**config.mk**
```make
export PLATFORM = sky130hd
export DESIGN_NAME = fp64_minmax_reduce
export DESIGN_NICKNAME = d
export VERILOG_FILES = /design/src/rtl/fp64_minmax_reduce.sv
export SDC_FILE = /design/constraint.sdc
export NUM_CORES = 1
export LEC_CHECK = 0
export CORE_AREA = 2 2 197 199
export DETAILED_ROUTE_END_ITERATION = 16
export DIE_AREA = 0 0 199 201
export PLACE_DENSITY = 0.59
export SYNTH_ARGS = -nofsm -noshare
export SYNTH_HDL_FRONTEND = slang
export SYNTH_SLANG_ARGS = --single-unit
```
**constraint.sdc**
```tcl
create_clock -name clk -period 12.5 [get_ports clk]
set_input_delay 2.5 -clock clk [delete_from_list [all_inputs] [get_ports clk]]
set_output_delay 2.5 -clock clk [all_outputs]
set_load 0.02 [all_outputs]
```
**src/rtl/fp64_minmax_reduce.sv**
```systemverilog
// Streaming FP64 min/max reducer with element indices and NaN status flags.
// Optional NaN propagation (first NaN wins, quieted) under FPMINMAX_NANPROP_EN.
module fp64_minmax_reduce #(
  parameter int unsigned CNTW = 16,
  parameter logic [63:0] QNAN = 64'h7FF8000000000000
) (
  input  logic            clk,
  input  logic            rst,
  input  logic            start,
  input  logic [CNTW-1:0] len,
  input  logic            in_valid,
  output logic            in_ready,
  input  logic [63:0]     in_data,
  output logic            out_valid,
  input  logic            out_ready,
  output logic [63:0]     min_o,
  output logic [63:0]     max_o,
  output logic [CNTW-1:0] min_idx,
  output logic [CNTW-1:0] max_idx,
  output logic            nan_seen,
  output logic            snan_seen,
  output logic            busy
);

  typedef enum logic [1:0] {IDLE, ACCUM, DONE} state_t;

  state_t          state_q, state_d;
  logic [CNTW-1:0] len_q, cnt_q;
  logic            have_q;
  logic            xfer, is_nan, is_snan, upd_en;

  // Sign-magnitude strict less-than; -0 and +0 compare equal.
  function automatic logic fp_lt(input logic [63:0] a, input logic [63:0] b);
    logic r;
    if ((a[62:0] == 63'd0) && (b[62:0] == 63'd0)) r = 1'b0;
    else if (a[63] != b[63])                      r = a[63];
    else if (!a[63])                              r = (a[62:0] < b[62:0]);
    else                                          r = (a[62:0] > b[62:0]);
    return r;
  endfunction

  assign xfer    = in_valid & in_ready;
  assign is_nan  = (in_data[62:52] == 11'h7FF) && (in_data[51:0] != 52'd0);
  assign is_snan = is_nan && !in_data[51];

`ifdef FPMINMAX_NANPROP_EN
  logic lock_q;
  assign upd_en = !lock_q;
`else
  assign upd_en = 1'b1;
`endif

  always_ff @(posedge clk or posedge rst) begin
    if (rst) state_q <= IDLE;
    else     state_q <= state_d;
  end

  always_comb begin
    state_d = state_q;
    case (state_q)
      IDLE:    if (start) state_d = (len == '0) ? DONE : ACCUM;
      ACCUM:   if (xfer && (cnt_q == len_q - CNTW'(1))) state_d = DONE;
      DONE:    if (out_ready) state_d = IDLE;
      default: state_d = IDLE;
    endcase
  end

  // Handshake flags track the next state so they are valid straight from a flop.
  always_ff @(posedge clk or posedge rst) begin
    if (rst) begin
      in_ready  <= 1'b0;
      out_valid <= 1'b0;
      busy      <= 1'b0;
    end else begin
      in_ready  <= (state_d == ACCUM);
      out_valid <= (state_d == DONE);
      busy      <= (state_d != IDLE);
    end
  end

  // Accumulators start at the "no ordered element" result so len==0 needs no extra path.
  always_ff @(posedge clk or posedge rst) begin
    if (rst) begin
      len_q     <= '0;
      cnt_q     <= '0;
      have_q    <= 1'b0;
      min_o     <= '0;
      max_o     <= '0;
      min_idx   <= '0;
      max_idx   <= '0;
      nan_seen  <= 1'b0;
      snan_seen <= 1'b0;
`ifdef FPMINMAX_NANPROP_EN
      lock_q    <= 1'b0;
`endif
    end else if ((state_q == IDLE) && start) begin
      len_q     <= len;
      cnt_q     <= '0;
      have_q    <= 1'b0;
      min_o     <= QNAN;
      max_o     <= QNAN;
      min_idx   <= '1;
      max_idx   <= '1;
      nan_seen  <= 1'b0;
      snan_seen <= 1'b0;
`ifdef FPMINMAX_NANPROP_EN
      lock_q    <= 1'b0;
`endif
    end else if (xfer) begin
      cnt_q <= cnt_q + CNTW'(1);
      if (is_nan) begin
        nan_seen <= 1'b1;
        if (is_snan) snan_seen <= 1'b1;
`ifdef FPMINMAX_NANPROP_EN
        if (!lock_q) begin
          lock_q  <= 1'b1;
          min_o   <= {in_data[63:52], 1'b1, in_data[50:0]};
          max_o   <= {in_data[63:52], 1'b1, in_data[50:0]};
          min_idx <= cnt_q;
          max_idx <= cnt_q;
        end
`endif
      end else if (upd_en) begin
        if (!have_q) begin
          have_q  <= 1'b1;
          min_o   <= in_data;
          max_o   <= in_data;
          min_idx <= cnt_q;
          max_idx <= cnt_q;
        end else begin
          if (fp_lt(in_data, min_o)) begin
            min_o   <= in_data;
            min_idx <= cnt_q;
          end
          if (fp_lt(max_o, in_data)) begin
            max_o   <= in_data;
            max_idx <= cnt_q;
          end
        end
      end
    end
  end

endmodule

```
==> Implementation_results.wiki <==
{| class="wikitable"
! Metric !! Value
|-
| Filler cell count in the final layout || approximately 3800
|-
| Arrival @ worst endpoint || roughly 6.9 ns
|-
| Classification of the worst-slack hold path || reg2reg
|-
| Dominant synthesized flop cell || dfrtp_1
|-
| Distinct cell type count after synthesis || 63
|-
| Worst-case clock skew || 0.0152 ns
|-
| Bufs and invs on worst path || 2
|-
| Flop pwr share || between 30% and 40%
|-
| I/O pins || 250
|-
| Via-to-Cell Ratio || 5.36
|-
| Height of the die || 201 um
|-
| Setup Total Neg Slack || 0 ns
|-
| Number of setup buffers added after CTS || 0
|-
| Leak || about 0.007 uW
|-
| Pwr/cell area || approximately 240 mW/mm^2
|-
| Hold-fix buffer count after cts || 0
|-
| Relative slew slack || 24.6%
|-
| Power dissipated by switching net loads || between 1500 and 2000 uW
|-
| Met2 wire length || between 20000 and 25000 um
|-
| Path type of the worst setup path || in2reg
|-
| Number of cells traversed by the worst register-to-register path || 11
|-
| Post-synthesis instance area || around 0.012 sq mm
|-
| Via count || about 11000
|-
| Total global-route track usage || a little over a fifth
|-
| Final Routed Wirelength || about 42000 um
|-
| First-pass GRT wire length || around 65000 um
|-
| Total number of yosys warnings || 0
|-
| Run status || finished clean
|-
| Uppermost routed layer || met4
|-
| Final Hold Violating Endpoints || 0
|-
| Worst ir drop on vdd || around 0.00012 V
|-
| Final worst-path cycle share || a little over half
|-
| Fraction of synthesized cell area taken by the top area cell type || between 40% and 50%
|-
| Routed wire length on met3 || roughly 2400 um
|-
| Max-cap violation count || 0
|-
| Synth Instances || 1248
|-
| Width of the die || ~200 um
|-
| First-pass DRT Iterations || 5
|-
| Core footprint || roughly 0.038 sq mm
|-
| Worst endpoint required time || around 13 ns
|-
| Worst setup SP type || input pin
|-
| Delay of the slowest critical-path stage || approximately 0.79 ns
|-
| Total internal power || approximately 2100 uW
|-
| Starting DRC count in detailed routing || roughly 750
|-
| Area grow syn2layout || 30.2%
|-
| Post-Route M1 WL || between 15000 and 20000 um
|-
| Pins Over Slew Limit || 0
|-
| Largest net degree at the start of global routing || roughly 130
|-
| Number of nets at the end of the flow || 1680
|-
| Num Clock Sinks || 200
|-
| RePlAce Congestion || 0.898
|-
| Initial cell density of the core || 31.3%
|-
| Antenna violation net count after detailed routing || 0
|-
| Average wire length per cell after detail routing || 21.1 um
|-
| Floorplan row count || slightly above 70
|-
| Combinational group share of total power || about half
|-
| Setup crit end || max_o[50]
|-
| Clock Tree Buf Depth || 2
|-
| Clock share of power || between 15 and 20%
|-
| H-tree depth reported by CTS || 4
|-
| CP Cell Sequence || clkdlybuf4s50_1, nor4_1, nand4_1, nor4_2, o41ai_1, nand2_1, o211ai_2, nor3_4, buf_4, o2bb2ai_1
|-
| Sequential fraction of the synthesis area || between 40% and 50%
|-
| Source-to-sink clock delay at the later pin of the worst-skew pair || ~0.44 ns
|-
| DRC Markers || 0
|-
| Cell count of the worst hold path || 2
|-
| Largest cells by area after synthesis || dfrtp_1, ha_1, inv_1
|-
| Switching share of power || 43.9%
|-
| Average footprint of a synthesized cell || roughly 9.6 sq um
|-
| Total of buffers placed on input and output ports || between 200 and 250
|-
| Residual overflow from global routing || 0
|-
| Cells resized by post-CTS repair || 0
|-
| Logic depth of the worst setup path including buffers || 10
|-
| Final worst path period need || between 6 and 7 ns
|-
| Transition time at the pin with the least slew margin || ~1.1 ns
|-
| Most common cell in the netlist || inv_1
|-
| Die outline area || around 0.04 sq mm
|-
| Layout cells sized above 1 || roughly 3.8%
|-
| Num CTS Buffers || 17
|-
| TritonCTS clock tree || yes
|-
| Post-CTS clock slew at the launch and capture registers of the worst setup and hold paths || ~0.08 ns
|-
| Worst R2R Setup Slack || 8.23 ns
|-
| Critical path fanouts, max || 58
|-
| CTS root buf || clkbuf_16
|-
| Final Power || approximately 3700 uW
|-
| Maximum clock frequency || 0.152 GHz
|-
| Post-DP HPWL || 32400 um
|-
| Setup repair after global routing missed its margin || false
|-
| Number of flip-flops and latches in the synthesized netlist || 200
|-
| Initial antenna violation count || 5
|-
| Nets in the synthesized netlist || between 1000 and 1500
|-
| RR Startpoint || min_o[40]
|-
| Final core occ || approximately two fifths
|-
| Critical path startpoint || in_data[30]
|-
| Family with the most delay on the worst path || simple AND/OR/NAND/NOR gates
|-
| Via count of the first global-routing pass || 10800
|-
| Number of synthesized flops with an enable pin || 0
|-
| Worst-path cell with the longest stage delay || nor3_4
|-
| Kind of end point of the critical path || register
|-
| R2r endpoint || min_o[35]
|-
| Library cell with the largest summed area after synthesis || dfrtp_1
|-
| Share of flip-flops with an asynchronous set or reset after synthesis || between 90% and 100%
|-
| Most frequent cells after synthesis || inv_1, dfrtp_1, ha_1
|-
| Setup Viol. Count Final || 0
|}
## power groups by stage
stage | Combinational (uW) | Sequential (uW) | Clock, uW
global route | 2050 | 1260 | 607
detailed placement | 1880 | 1230 | 0
global placement | 1830 | 1240 | 0
finish | 1880 | 1230 | 571
floorplan | 825 | 1400 | 0
CTS | 1890 | 1230 | 584
## sequential cells by signal, summed over array words and instances (netlist names)
register,count
max_o,64
min_o,64
cnt_q,16
len_q,16
max_idx,16
min_idx,16
state_q,2
busy,1
have_q,1
in_ready,1
nan_seen,1
out_valid,1
snan_seen,1
## worst register-to-register path, delay by kind of cell, from the launching register on
| family | cells | cell delay (ns) |
|---|---|---|
| multiplexers | 1 | 0.25 |
| buffers and inverters | 2 | 0.66 |
| flip-flops | 1 | 0.48 |
| AO/OA/AOI/OAI | 7 | 2.43 |
| adder cells (fa/ha/maj) | 1 | 0.30 |
## stage by stage
step,std cells,cell area (sq um),hold slack [ns],setup WS (ns)
global route,2001,15500,0.556,5.58
floorplan,1248,11900,0.467,4.55
detailed placement,1966,14900,0.513,5.44
finish,2003,15500,0.523,5.91
global placement,1966,14900,0.490,5.52
CTS,1998,15500,0.530,5.90
## cells in the final DEF (no fill, tap or decap), types with 22 or more instances in the layout
master	n
o2bb2ai_1	52
a2bb2oi_1	28
dfrtp_1	200
o32ai_1	50
clkdlybuf4s50_1	249
o21ai_0	34
nor2_1	34
nor4_1	65
nand3_1	24
nand2_1	91
inv_1	206
nand4_1	47
xnor2_1	22
ha_1	128
a21oi_1	60
## metal layers
layer | GRT usage [%] | vias to the layer above
met3 | 3.88 | 57
met5 | 0 | -
met1 | 27.3 | 5308
met2 | 35.6 | 333
li1 | - | 5034
met4 | 7.73 | 0
## worst min path at each step
| stage | from | endpoint | slack [ns] |
|---|---|---|---|
| 6_report | snan_seen | snan_seen | 0.52 |
| 3_5_place_dp | nan_seen | nan_seen | 0.51 |
| 3_3_place_gp | nan_seen | nan_seen | 0.49 |
| 4_1_cts | nan_seen | nan_seen | 0.53 |
| 5_1_grt | min_idx[2] | min_idx[2] | 0.56 |
| 2_1_floorplan | len_q[15] | len_q[15] | 0.47 |
## cell families after synthesis
kind of cell	after synthesis	share of synthesized area, %
buffers and inverters	265	8.65
flip-flops	200	41.9
multiplexers	3	0.252
XOR/XNOR	29	2.13
AND/OR/NAND/NOR	308	13.7
AO/OA/AOI/OAI	315	19.9
adder cells (fa/ha/maj)	128	13.4
## cell type report
class                   instances  area (sq um)  area share [%]
diodes                          5          12.5          0.0805
multi-input cells             783          5950            38.2
clock buffers                  19           453            2.91
inverters                     207           785            5.05
repair buffers                258          2560            16.5
clock inverters                13           138           0.885
well taps                     518           648            4.17
flip-flops and latches        200          5000            32.2
No activity file was read; power rests on OpenSTA's default activity.
